**src/rtl/wtm_pkg.sv**
```systemverilog
// wtm_pkg: tree-shape math and Baugh-Wooley helpers
// shared by the pipelined Wallace-tree multiplier.
package wtm_pkg;

  function automatic int wtm_next_rows(int rows);
    return 2 * (rows / 3) + rows % 3;
  endfunction

  function automatic int wtm_tree_depth(int rows);
    int n;
    int d;
    n = rows;
    d = 0;
    while (n > 2) begin
      n = wtm_next_rows(n);
      d++;
    end
    return d;
  endfunction

  function automatic int wtm_rows_at(int rows, int lyr);
    int n;
    n = rows;
    for (int i = 0; i < lyr; i++)
      n = wtm_next_rows(n);
    return n;
  endfunction

  // Baugh-Wooley fix-up: +2^w and +2^(2w-1)
  function automatic logic [63:0] wtm_bw_corr(int w);
    return (64'd1 << w) | (64'd1 << (2 * w - 1));
  endfunction

endpackage

```
**src/rtl/csa_3to2.sv**
```systemverilog
// csa_3to2: N-bit carry-save row, three rows in,
// sum and shifted carry out, top carry dropped.
module csa_3to2
  import wtm_pkg::*;
#(
  parameter int N = 16
) (
  input  logic [N-1:0] i_a,
  input  logic [N-1:0] i_b,
  input  logic [N-1:0] i_c,
  output logic [N-1:0] o_sum,
  output logic [N-1:0] o_carry
);

  assign o_sum = i_a ^ i_b ^ i_c;

  assign o_carry = {
    (i_a[N-2:0] & i_b[N-2:0]) |
    (i_a[N-2:0] & i_c[N-2:0]) |
    (i_b[N-2:0] & i_c[N-2:0]),
    1'b0
  };

endmodule

```
**src/rtl/wallace_mult_pipe.sv**
```systemverilog
// wallace_mult_pipe: 3-stage W x W Wallace multiplier, full 2W product.
// Define WTM_SIGNED_EN to add the in_signed port (Baugh-Wooley mode).
module wallace_mult_pipe
  import wtm_pkg::*;
#(
  parameter int W     = 8,
  parameter int TAG_W = 4
) (
  input  logic             clk,
  input  logic             rst,
  input  logic             in_valid,
  output logic             in_ready,
  input  logic [W-1:0]     in_a,
  input  logic [W-1:0]     in_b,
  input  logic [TAG_W-1:0] in_tag,
`ifdef WTM_SIGNED_EN
  input  logic             in_signed,
`endif
  output logic             out_valid,
  input  logic             out_ready,
  output logic [2*W-1:0]   out_p,
  output logic [TAG_W-1:0] out_tag
);

  typedef logic [2*W-1:0] row_t;

`ifdef WTM_SIGNED_EN
  localparam int NR = W + 1;
`else
  localparam int NR = W;
`endif
  localparam int D = wtm_tree_depth(NR);
  localparam logic [W-1:0] MSB = W'(1) << (W - 1);

  logic             w_adv;
  logic             w_sgn;
  row_t             w_pp [W];
  row_t             w_x;
  row_t             w_y;

  logic             r_s1_v;
  row_t             r_s1_pp [W];
  logic [TAG_W-1:0] r_s1_tag;
  logic             r_s2_v;
  row_t             r_s2_x;
  row_t             r_s2_y;
  logic [TAG_W-1:0] r_s2_tag;
  logic             r_s3_v;
  row_t             r_s3_p;
  logic [TAG_W-1:0] r_s3_tag;

`ifdef WTM_SIGNED_EN
  logic             r_s1_sgn;
  assign w_sgn = in_signed;
`else
  assign w_sgn = 1'b0;
`endif

  assign w_adv     = !r_s3_v || out_ready;
  assign in_ready  = w_adv;
  assign out_valid = r_s3_v;
  assign out_p     = r_s3_p;
  assign out_tag   = r_s3_tag;

  // Signed rows flip the a[W-1]*b[j] / a[i]*b[W-1] terms
  always_comb begin
    for (int j = 0; j < W; j++) begin
      w_pp[j] = row_t'(in_a & {W{in_b[j]}}) << j;
      if (w_sgn)
        w_pp[j] = row_t'((in_a & {W{in_b[j]}}) ^
                  (j == W - 1 ? ~MSB : MSB)) << j;
    end
  end

  for (genvar l = 0; l <= D; l++) begin : g_lyr
    localparam int N = wtm_rows_at(NR, l);
    row_t w_row [N];
    if (l == 0) begin : g_src
      for (genvar r = 0; r < W; r++) begin : g_r
        assign w_row[r] = r_s1_pp[r];
      end
`ifdef WTM_SIGNED_EN
      assign w_row[W] = r_s1_sgn ? row_t'(wtm_bw_corr(W)) : '0;
`endif
    end else begin : g_red
      localparam int M = wtm_rows_at(NR, l - 1);
      for (genvar g = 0; g < M / 3; g++) begin : g_csa
        csa_3to2 #(.N(2 * W)) u_csa (
          .i_a    (g_lyr[l-1].w_row[3*g]),
          .i_b    (g_lyr[l-1].w_row[3*g+1]),
          .i_c    (g_lyr[l-1].w_row[3*g+2]),
          .o_sum  (w_row[2*g]),
          .o_carry(w_row[2*g+1])
        );
      end
      for (genvar k = 0; k < M % 3; k++) begin : g_pass
        assign w_row[2*(M/3)+k] = g_lyr[l-1].w_row[3*(M/3)+k];
      end
    end
  end

  assign w_x = g_lyr[D].w_row[0];
  assign w_y = g_lyr[D].w_row[1];

  always_ff @(posedge clk) begin
    if (rst) begin
      r_s1_v   <= 1'b0;
      r_s1_pp  <= '{default: '0};
      r_s1_tag <= '0;
      r_s2_v   <= 1'b0;
      r_s2_x   <= '0;
      r_s2_y   <= '0;
      r_s2_tag <= '0;
      r_s3_v   <= 1'b0;
      r_s3_p   <= '0;
      r_s3_tag <= '0;
`ifdef WTM_SIGNED_EN
      r_s1_sgn <= 1'b0;
`endif
    end else if (w_adv) begin
      r_s1_v   <= in_valid;
      r_s1_pp  <= w_pp;
      r_s1_tag <= in_tag;
      r_s2_v   <= r_s1_v;
      r_s2_x   <= w_x;
      r_s2_y   <= w_y;
      r_s2_tag <= r_s1_tag;
      r_s3_v   <= r_s2_v;
      r_s3_p   <= r_s2_x + r_s2_y;
      r_s3_tag <= r_s2_tag;
`ifdef WTM_SIGNED_EN
      r_s1_sgn <= in_signed;
`endif
    end
  end

endmodule
```
**config.mk**
```make
export PLATFORM = sky130hd
export DESIGN_NAME = wallace_mult_pipe
export DESIGN_NICKNAME = d
export VERILOG_FILES = /design/src/rtl/wtm_pkg.sv /design/src/rtl/csa_3to2.sv /design/src/rtl/wallace_mult_pipe.sv
export SDC_FILE = /design/constraint.sdc
export NUM_CORES = 1
export LEC_CHECK = 0
export ABC_CLOCK_PERIOD_IN_PS = 2400
export BUFFER_PORTS_ARGS = -buffer_cell sky130_fd_sc_hd__clkbuf_2
export CORE_MARGIN = 5
export CORE_UTILIZATION = 34
export DETAILED_ROUTE_END_ITERATION = 6
export PLACE_DENSITY = 0.49
export SETUP_SLACK_MARGIN = 0.02
export SLEW_MARGIN = 20
export SYNTH_ARGS = -nofsm -noshare
export SYNTH_HDL_FRONTEND = slang
export SYNTH_SLANG_ARGS = --single-unit
```
**constraint.sdc**
```tcl
create_clock -name clk -period 2.4 [get_ports clk]
set_input_delay 0.12 -clock clk [delete_from_list [all_inputs] [get_ports clk]]
set_output_delay 0.12 -clock clk [all_outputs]
set_load 0.02 [all_outputs]
```
# Yosys cells after proc, flatten, opt, wreduce, memory -nomap -nowiden
# Cells that the tools add are included.
# totals
output_inout_bits,22
ram_bits,0
mem_count,0
in_bits,24
word_cells,70
register_bits,162
latchBits,0
rom_bits,0
# classes
div_mod_pow,0
shift,0
n_lt_le_gt_ge,0
bitwise_logic,50
mul,0
eq_ne,0
n_reduce_logical,2
add_sub_neg,1
muxes,0
# op_table
operator,n
bitwise AND 15 bit,18
bitwise XOR 16 bit,12
bitwise OR 15 bit,12
bitwise AND 8 bit,8
adder 16 bit,1
logical NOT 1 bit,1
logical OR 1 bit,1

# Longest topological paths before layout
# Gate-level depths: netlist of the first run.
# depth
depth_word,12
depth_mapped,10
ltp_nobuf,10

# Cells and area by module
# A second synthesis of the first run with hierarchy kept.
# hier_totals
cells_unflattened,770
hier_area_um2,7223.2
# by_module_without_submodules
module,n_inst,cells_each,seq_area_each_um2,area_per_inst_um2
wallace_mult_pipe,1,662,2542.4,5211.2
csa_3to2,6,18,0.0,335.3

# Worst setup path before layout of the first run
# No wires, ideal clock.
# synth_path
path_type,register to register
startpoint,reg r_s1_pp (netlist bit g_lyr[0].w_row[87])
endpoint,reg r_s2_x[7]
setup_time_ps,70
path_stages_with_launch,11
path_buffers,0
path_slack_ps,-227
required_ps,2330
t_arrival_ps,2556
period_less_slack_ps,2627
path_cell_list,dfxtp_1 -> inv_1 -> fa_1 -> inv_1 -> fa_1 -> inv_1 -> fa_1 -> inv_1 -> fa_1 -> nand2_1 -> a21oi_1
# synth_via
elab_chain_len,7
# synth_lines
element,line_no,rtl
from (decl),wallace_mult_pipe.sv:42,row_t r_s1_pp [W];
from (signal assigned),wallace_mult_pipe.sv:122,r_s1_pp <= w_pp;
bitwise XOR 16 bit (7 in series),csa_3to2.sv:15,assign o_sum = i_a ^ i_b ^ i_c;
net g_lyr[4].g_red.g_csa[0].u_csa.o_sum[7],csa_3to2.sv:11,"output logic [N-1:0] o_sum,"
to (signal assigned),wallace_mult_pipe.sv:125,r_s2_x <= w_x;
to (decl),wallace_mult_pipe.sv:45,row_t r_s2_x;
# The timed path passes the listed nets, and every way through them passes these cells.
# A chain may end at the register's enable or synchronous reset.

# Worst setup path after layout of the first run
# Same ends and word-level chain as after synthesis.

==> results of run 1 <==
[kinds of logic after synthesis]
group                    after synthesis
buffers and inverters                105
adder cells (fa/ha/maj)               64
AO/OA/AOI/OAI                        140
AND/OR/NAND/NOR                      245
flip-flops                           121
XOR/XNOR                               9
[how the worst max path moves through the flow]
stage / from / end / slack, ps / cells past startpoint
CTS: g_lyr[0].w_row[87] / r_s2_x[7] / -320 / 10
detailed placement: g_lyr[0].w_row[87] / r_s2_x[7] / -300 / 10
global route: g_lyr[0].w_row[87] / r_s2_x[7] / -410 / 10
finish: g_lyr[0].w_row[87] / r_s2_x[7] / -300 / 10
global placement: g_lyr[0].w_row[87] / r_s2_x[7] / -260 / 10
floorplan: g_lyr[0].w_row[87] / r_s2_x[7] / -200 / 10
[worst max-delay path, cell delays in order, from the launching register on]
cell,delay [ps]
dfxtp_2,330
inv_2,40
fa_1,540
inv_1,50
fa_1,470
inv_1,50
fa_1,470
inv_1,50
fa_1,470
nand2_1,50
a21oi_1,110
[layout by cell type (no fill, tap or decap), types with 5 or more instances in the layout]
master,instances
nand2_1,170
a21oi_1,122
dfxtp_1,110
nand3_1,66
inv_1,44
clkbuf_2,44
fa_1,30
ha_1,23
clkbuf_16,17
dfxtp_2,11
fa_2,9
xor2_1,7
clkbuf_8,6
nor2_1,5
dlygate4sd3_1,5
[registers in the layout (all words and copies together) (netlist names)]
signal and count:
out_p 16, out_tag 4, r_s1_v 1, g_lyr.w_row 64, r_s2_x 15, r_s1_tag 4
r_s2_v 1, r_s2_y 11, r_s2_tag 4, out_valid 1
[power by group through the flow]
stage | Combinational, mW | Clock, mW | Sequential, mW
global route | 0.866 | 2.94 | 2.25
floorplan | 0.491 | 0 | 2.29
finish | 0.748 | 2.79 | 2.23
global placement | 0.713 | 0 | 2.27
CTS | 0.736 | 2.85 | 2.23
detailed placement | 0.720 | 0 | 2.28
[what timing repair did]
item,4_1_cts,5_1_grt
gates resized for setup,7,14
hold endpoints to repair,5,0
setup endpoints to repair,11,15
cloned,0,0
pin swaps,9,7
hold buffers,5,0
[per-stage QoR]
stage	utilization, %	setup slack [ps]	TNS, ps
4_1_cts	40.4	-317	-1310
5_1_grt	40.6	-408	-2080
3_3_place_gp	36.2	-259	-1160
2_1_floorplan	-	-196	-537
6_report	40.6	-305	-1270
3_5_place_dp	36.2	-298	-1370
[final cells by class]
cell class / count / share of cell area [%]
Timing Repair Buffer: 55 / 5.27
Multi-Input combinational cell: 458 / 43.4
Clock inverter: 7 / 1.95
Clock buffer: 25 / 7.44
Tap cell: 225 / 4.06
Inverter: 49 / 2.67
Sequential cell: 121 / 35.2
[per-layer routing]
metal  part of all wire [%]  vias up
met5                      0        -
met4                    1.7        0
met3                    4.9       21
met2                     45       90
met1                     48     2118
li1                       -     2261
==> flow_summary_export.csv, run 1 <==
group,metric,value,unit
status,status,"finished, violations left",
drt,drc,0,
cts,post_cts_buffers,0,
global_routing,grt_start_max_net_pins,120,
flow_run,drv_cap,0,
setup_path,reg2reg_depth,10,
setup_path,critPathRequiredTime,2750,ps
floorplan,die_area,0.0199,mm²
global_routing,grt_pass1_vias,4444,
floorplan,row_count,48,
setup_path,critPathCaptureType,"flip-flop",
floorplan,start_util,34.2,%
yosys,ys_top_cells_by_area,"dfxtp_1, fa_1, nand2_1",
global_routing,grt_overflow_total,0,
placement,hpwl,9120,µm
setup_path,crit_fanout,2,
timing,fin_worst_skew,8.70,ps
final_layout,fillerInstances,1753,
yosys,synth_area,0.00584,mm²
placement,gp_congestion,0.800,
power_and_ir_drop,p_comb_share,13.0,%
yosys,synth_top_cell_by_area,"dfxtp_1",
cts,clockRootBuffer,"clkbuf_16",
drt,viasPerCell,4.78,
floorplan,num_io_pins,46,
timing,period_share,113,%
drt,routedWlPerCell,14.4,µm
yosys,yosysMostFrequentCell,"nand2_1",
yosys,synth_cell_type_count,29,
yosys,syn_inst,684,
worst_hold_path,hold_path_class,"in2reg",
power_and_ir_drop,intPower,4.35,mW
drt,first_pass_iters,5,
timing,tightestPinTransition,587,ps
worst_hold_path,holdPathEnd,"g_lyr[0].w_row[28]",
cts,cts_max_path_buffers,2,
final_layout,layout-drive-gt1-share,16.2,%
final_layout,multi_input_area,0.00301,mm²
setup_path,path_class,"reg2reg",
floorplan,die_x,141,µm
cts,clock_sinks,121,
yosys,synth_xor_area_share,1.35,%
drt,ant_nets,0,
global_routing,grtUsageTotal,14.6,%
timing,hold_ws,85.7,ps
power_and_ir_drop,power,5.77,mW
yosys,synth_mux_area_share,0,%
timing,setup_slack,-305,ps
final_layout,seq_area,0.00244,mm²
global_routing,grt-busiest-layer,"met2",
global_routing,met2_usage,21.1,%
power_and_ir_drop,leakagePower,2.87,nW
yosys,yosysTopAreaCellShare,41.5,%
drt,wl,13500,µm
yosys,syn_area_per_cell,8.53,µm²
worst_hold_path,hold_path_startpoint,"in_a[6]",
timing,min_period,2700,ps
power_and_ir_drop,powerDensity,832,mW/mm²
setup_path,r2r-start,"g_lyr[0].w_row[87]",
final_layout,fin_area,0.00693,mm²
final_layout,synthToLayoutAreaGrowth,18.7,%
yosys,synth_fa_ha_area_share,18.7,%
yosys,syn_nets,772,
setup_path,cp.arrival,3050,ps
yosys,synth-edff-count,0,
yosys,synth_seq_cells,121,
timing,final_max_slew_viol_count,0,
timing,hold_viol,0,
final_layout,antenna_cells,0,
yosys,synth_ff_type,"dfxtp_1",
timing,rsz0062_at_grt,"yes",
power_and_ir_drop,p_switching,1.42,mW
floorplan,die_h,141,µm
placement,placed_cells,903,
setup_path,timing.rr.end,"r_s2_x[7]",
setup_path,regToRegSetupSlack,-300,ps
timing,setup_viol,8,
yosys,async_reset_ff_share,0,%
yosys,ys_seq_area_share,41.5,%
worst_hold_path,worstHoldPathCells,3,
yosys,synthSimpleGateAreaFrac,17.3,%
global_routing,met3_usage,4.17,%
final_layout,fin_cells,940,
cts,cts_buffers,17,
global_routing,grt_pass1_wl,23000,µm
drt,vias,4490,
drt,drtIter0Drc,262,
cts,htreeDepth,4,
final_layout,nNetsFinal,790,
global_routing,antenna_found_initial,0,
yosys,synth_compound_area_share,13.1,%
yosys,synthTopCellsByCount,"nand2_1, a21oi_1, dfxtp_1",
power_and_ir_drop,sw_frac_of_total,24.7,%
yosys,synth_top_family_by_area,"adder cells",
power_and_ir_drop,p_clk_share,48.3,%
global_routing,gr-usage-met1,20.5,%
cts,clk_latency,420,ps
placement,io_buffers,45,
timing,slew_headroom,60.8,%
power_and_ir_drop,vdd_drop_max,536,µV
setup_path,start_kind,"flip-flop",
floorplan,core,0.0171,mm²
timing,fmax,370,MHz
cts,cts.clk_slew.worst_paths,60,ps
status,violations,"negative setup slack",
placement,place_area,0.00617,mm²
yosys,yosys_warnings,0,
power_and_ir_drop,power_frac_seq,38.7,%
cts,cts_tree,"built",
No activity file was read; power rests on OpenSTA's default activity.
==> run 2, diff against run 1 <==
- CELL_PAD_IN_SITES_DETAIL_PLACEMENT: not set -> 0
- CELL_PAD_IN_SITES_GLOBAL_PLACEMENT: not set -> 2
- CORE_UTILIZATION: 34 -> 33
- PLACE_DENSITY: 0.49 -> 0.72
==> flow_summary_export.csv, run 2 (synthesis results as in run 1) <==
group,metric,value,unit
final_layout,fin_cells,943,
cts,clk_latency,420,ps
timing,rsz0062_at_grt,"yes",
floorplan,die_area,0.0204,mm²
cts,cts_tree,"built",
setup_path,critPathRequiredTime,2750,ps
timing,hold_ws,87.5,ps
setup_path,critPathCaptureType,"flip-flop",
placement,hpwl,9410,µm
drt,vias,4497,
placement,placed_cells,905,
timing,setup_slack,-299,ps
worst_hold_path,hold_path_class,"in2reg",
setup_path,r2r-start,"g_lyr[0].w_row[87]",
global_routing,grt_pass1_vias,4474,
global_routing,grt_start_max_net_pins,120,
timing,hold_viol,0,
status,status,"finished, violations left",
cts,cts.clk_slew.worst_paths,60,ps
drt,first_pass_iters,4,
final_layout,multi_input_area,0.00300,mm²
final_layout,nNetsFinal,793,
timing,setup_viol,7,
power_and_ir_drop,powerDensity,839,mW/mm²
setup_path,cp.arrival,3050,ps
worst_hold_path,holdPathEnd,"g_lyr[0].w_row[29]",
placement,gp_congestion,0.795,
global_routing,antenna_found_initial,0,
setup_path,timing.rr.end,"r_s2_x[7]",
global_routing,grt_overflow_total,0,
power_and_ir_drop,power,5.81,mW
final_layout,fin_area,0.00693,mm²
drt,wl,13900,µm
status,violations,"negative setup slack",
drt,viasPerCell,4.77,
final_layout,antenna_cells,0,
floorplan,num_io_pins,46,
worst_hold_path,hold_path_startpoint,"in_a[7]",
final_layout,layout-drive-gt1-share,17.4,%
final_layout,layout_commonest_cell,"nand2_1",
timing,period_share,112,%
cts,clock_sinks,121,
cts,htreeDepth,4,
floorplan,start_util,33.7,%
power_and_ir_drop,leakagePower,2.85,nW
setup_path,reg2reg_depth,10,
final_layout,largest_reg_flops,64,
final_layout,fillerInstances,1810,
global_routing,grtUsageTotal,14.6,%
timing,fin_worst_skew,4.88,ps
floorplan,die_h,143,µm
placement,io_buffers,45,
timing,min_period,2700,ps
floorplan,core,0.0173,mm²
floorplan,die_x,143,µm
cts,clockRootBuffer,"clkbuf_16",
final_layout,seq_area,0.00244,mm²
drt,drtIter0Drc,224,
global_routing,grt_pass1_wl,23500,µm
timing,fmax,370,MHz
flow_run,drv_cap,0,
setup_path,regToRegSetupSlack,-300,ps
timing,slew_headroom,62.4,%
floorplan,row_count,48,
final_layout,synthToLayoutAreaGrowth,18.7,%
timing,tightestPinTransition,564,ps
final_layout,most-common-layout-cells,"nand2_1, a21oi_1, dfxtp_1",
setup_path,start_kind,"flip-flop",
drt,routedWlPerCell,14.8,µm
placement,place_area,0.00616,mm²
drt,ant_nets,0,
timing,final_max_slew_viol_count,0,
worst_hold_path,worstHoldPathCells,3,
drt,drc,0,
cts,cts_buffers,17,
power_and_ir_drop,vdd_drop_max,583,µV
setup_path,crit_fanout,2,
setup_path,path_class,"reg2reg",
cts,cts_max_path_buffers,2,
[run 2: changes by cell type in the layout (fill, tap and decap cells not counted), sizes merged]
cell and delta:
buf +3, bufinv +1, clkbuf -7, clkinv -1
clkinvlp +6, inv +1
[run 2: through the flow]
step / setup TNS [ps] / setup WS, ps / util [%]
final: -1280 / -299 / 40.0
after floorplan: -537 / -196 / -
after global routing: -2160 / -443 / 40.0
after global placement: -1170 / -259 / 35.6
after detailed placement: -1450 / -303 / 35.6
after CTS: -1360 / -307 / 39.9
[run 2: worst max-delay path, stage by stage (launching register included)]
cell	delay (ps)
dfxtp_2	330
inv_2	40
fa_1	530
inv_1	50
fa_1	480
inv_1	50
fa_1	490
inv_2	40
fa_1	470
nand2_1	60
a21oi_2	110
[run 2: how the worst max path moves through the flow]
stage | depth (start not counted) | slack [ps] | startpoint | endpoint
floorplan | 10 | -200 | g_lyr[0].w_row[87] | r_s2_x[7]
global placement | 10 | -260 | g_lyr[0].w_row[87] | r_s2_x[7]
detailed placement | 10 | -300 | g_lyr[0].w_row[103] | r_s2_x[7]
CTS | 10 | -310 | g_lyr[0].w_row[87] | r_s2_x[7]
global route | 10 | -440 | g_lyr[0].w_row[87] | r_s2_x[7]
finish | 10 | -300 | g_lyr[0].w_row[87] | r_s2_x[7]
[run 2: per-layer routing]
metal	vias to the layer above	wire, µm	part of all wire, %	global-route usage, %
met4	0	227	1.6	5.60
met1	2133	6840	49	20.1
li1	2266	-	-	-
met2	79	6290	45	22.4
met3	19	589	4.2	3.15
met5	-	0	0	0
[run 2: layout make-up]
| type | instances | share of cell area [%] |
|---|---|---|
| Multi-Input combinational cell | 458 | 43.3 |
| Sequential cell | 121 | 35.2 |
| Clock buffer | 18 | 6.34 |
| Timing Repair Buffer | 58 | 5.24 |
| Tap cell | 225 | 4.07 |
| Clock inverter | 14 | 3.20 |
| Inverter | 49 | 2.67 |
[run 2: timing repair]
item	in CTS	in global routing
hold buffers	5	0
pin swaps	11	7
gates resized for setup	10	14
buffers inserted	1	0
hold endpoints to repair	5	0
setup endpoints to repair	12	13
[run 2: power breakdown]
group          leakage, nW  internal, mW  switching (mW)
sequential           0.997          2.15          0.0833
clock                0.301          1.87           0.961
combinational         1.55         0.292           0.452
total                 2.85          4.31            1.50
==> run 3, diff against run 2 <==
- CORE_MARGIN: 5 -> not set
- CORE_UTILIZATION: 33 -> 34
- PLACE_DENSITY: 0.72 -> 0.71
- SYNTH_HIERARCHICAL: not set -> 1
==> flow_summary_export.csv, run 3 <==
group,metric,value,unit
status,status,"finished, violations left",
status,violations,"negative setup slack",
drt,drtIter0Drc,320,
setup_path,path_class,"reg2reg",
yosys,synth_xor_area_share,2.82,%
global_routing,grt_overflow_total,0,
timing,hold_ws,75.1,ps
yosys,yosysMostFrequentCell,"nand2_1",
global_routing,grtUsageTotal,16.3,%
global_routing,grt_start_max_net_pins,124,
timing,tightestPinTransition,620,ps
global_routing,grt_pass1_vias,5466,
drt,drc,0,
timing,setup_viol,18,
timing,setup_slack,-211,ps
timing,slew_headroom,58.7,%
yosys,synth_cell_type_count,45,
yosys,yosys_warnings,6,
setup_path,critPathRequiredTime,2750,ps
final_layout,fin_cells,1138,
drt,viasPerCell,4.74,
final_layout,largest_reg_flops,64,
setup_path,cp_cell_sequence,"fa_2, fa_2, fa_2, fa_2, nand2_1, a21oi_2",
yosys,synthSimpleGateAreaFrac,16.8,%
flow_run,drv_cap,0,
cts,clock_sinks,127,
global_routing,grt_pass1_wl,27700,µm
timing,hold_viol,0,
cts,cts.clk_slew.worst_paths,60,ps
floorplan,row_count,52,
final_layout,most-common-layout-cells,"nand2_1, a21oi_1, dfxtp_1",
yosys,synth_fa_ha_area_share,27.8,%
yosys,synth_top_cell_by_area,"dfxtp_1",
yosys,synthTopCellsByCount,"nand2_1, dfxtp_1, a21oi_1",
setup_path,reg2reg_depth,6,
setup_path,regToRegSetupSlack,-210,ps
yosys,ys_seq_area_share,35.2,%
yosys,synth-edff-count,0,
final_layout,layout_commonest_cell,"nand2_1",
floorplan,num_io_pins,46,
floorplan,core,0.0206,mm²
final_layout,nNetsFinal,985,
timing,rsz0062_at_grt,"yes",
cts,htreeDepth,4,
drt,first_pass_iters,5,
setup_path,cp.arrival,2960,ps
global_routing,antenna_found_initial,0,
worst_hold_path,worstHoldPathCells,3,
power_and_ir_drop,vdd_drop_max,448,µV
setup_path,cp_common_cell,"fa_2",
placement,io_buffers,45,
cts,cts_max_path_buffers,2,
floorplan,die_h,148,µm
setup_path,slowest_stage,"fa_2",
cts,clockRootBuffer,"clkbuf_16",
cts,clk_latency,420,ps
yosys,ys_top_cells_by_area,"dfxtp_1, fa_1, nand2_1",
final_layout,antenna_cells,0,
timing,fin_worst_skew,6.66,ps
yosys,synth_area,0.00722,mm²
worst_hold_path,hold_path_startpoint,"in_a[6]",
floorplan,start_util,35.1,%
yosys,async_reset_ff_share,0,%
setup_path,critPathCaptureType,"flip-flop",
setup_path,crit_fanout,2,
setup_path,worstPathBufferInverterCount,0,
placement,placed_cells,1099,
drt,vias,5399,
setup_path,crit_family,"adder cells",
setup_path,cp.depth,6,
timing,min_period,2610,ps
yosys,synth_top_family_by_area,"adder cells",
timing,fmax,383,MHz
placement,gp_congestion,0.783,
yosys,synth_ff_type,"dfxtp_1",
setup_path,r2r-start,"g_lyr[0].w_row[57]",
timing,period_share,109,%
placement,hpwl,11300,µm
yosys,synth_compound_area_share,13.0,%
power_and_ir_drop,power,8.29,mW
yosys,syn_area_per_cell,9.38,µm²
power_and_ir_drop,leakagePower,3.77,nW
setup_path,timing.rr.end,"r_s2_x[9]",
setup_path,slowest_delay,590,ps
yosys,synth_mux_area_share,0,%
yosys,yosysTopAreaCellShare,35.2,%
power_and_ir_drop,powerDensity,942,mW/mm²
floorplan,die_x,148,µm
final_layout,layout-drive-gt1-share,18.1,%
worst_hold_path,holdPathEnd,"g_lyr[0].w_row[58]",
floorplan,die_area,0.0218,mm²
drt,wl,16500,µm
timing,final_max_slew_viol_count,0,
yosys,synth_seq_cells,127,
drt,ant_nets,0,
worst_hold_path,hold_path_class,"in2reg",
final_layout,synthToLayoutAreaGrowth,21.7,%
cts,cts_buffers,17,
cts,cts_tree,"built",
drt,routedWlPerCell,14.5,µm
yosys,syn_inst,770,
setup_path,start_kind,"flip-flop",
==> run 3: cell types whose count changed after synthesis, moves of 11 or more <==
cell      before  now
nor2_1         5   16
inv_1         48    4
buf_2         26    0
fa_1          39   91
clkbuf_1      15   35
==> run 3: metrics by stage <==
step                      setup WS [ps]  setup TNS (ps)  cell area [µm²]  util, %
after floorplan                    -103            -683             7480        -
after global placement             -285           -2510             7920     38.5
after detailed placement           -282           -2770             7920     38.5
after CTS                          -174           -2190             8690     42.3
after global routing               -261           -3720             8790     42.8
final                              -211           -2070             8790     42.8
==> run 3: logic make-up after synthesis <==
family / after synthesis
buffers and inverters: 68
AOI/OAI and AO/OA: 165
adders and majority gates: 106
other: 7
DFF: 127
and+or+nand+nor: 284
xor gates and xnor gates: 13
==> run 3: final cells by class <==
| type | instances | area, µm² |
|---|---|---|
| Multi-Input combinational cell | 638 | 4760 |
| Sequential cell | 127 | 2570 |
| Inverter | 4 | 17.5 |
| Tap cell | 270 | 338 |
| Timing Repair Buffer | 67 | 430 |
| Clock buffer | 23 | 498 |
| Clock inverter | 9 | 178 |
| Fill cell | 2045 | 11800 |
==> run 3: worst max-delay path by stage <==
stage	to	slack [ps]	start
3_5_place_dp	out_p[12]	-280	r_s2_x[0]
4_1_cts	r_s2_x[5]	-170	g_lyr[0].w_row[69]
2_1_floorplan	r_s2_x[9]	-100	g_lyr[0].w_row[41]
3_3_place_gp	out_p[12]	-290	r_s2_x[0]
6_report	r_s2_x[9]	-210	g_lyr[0].w_row[57]
5_1_grt	r_s2_x[9]	-260	g_lyr[0].w_row[57]
==> run 3: per-layer routing <==
metal	vias up	track usage [%]	part of all wire, %
met5	-	0	0
met4	0	5.52	1.2
met3	15	3.30	3.4
met2	85	25.6	46
met1	2636	22.3	50
li1	2663	-	-
==> run 3: tightest hold or removal path, stage by stage <==
cell and delay (ps):
clkbuf_2 170, nand3_1 100, a21oi_1 60
==> run 3: power breakdown <==
group	internal, mW	total [mW]	switching, mW
registers	2.46	2.66	0.206
clock network	1.98	2.94	0.962
logic	1.24	2.68	1.44
total	5.68	8.29	2.61
==> run 3: repair_timing <==
item / 4_1_cts / 5_1_grt
pin swaps: 20 / 20
endpoints found under the setup margin: 26 / 26
hold buffers: 5 / 0
gates resized for setup: 22 / 22
buffers inserted: 0 / 2
endpoints found under the hold margin: 5 / 0
gates cloned: 0 / 0
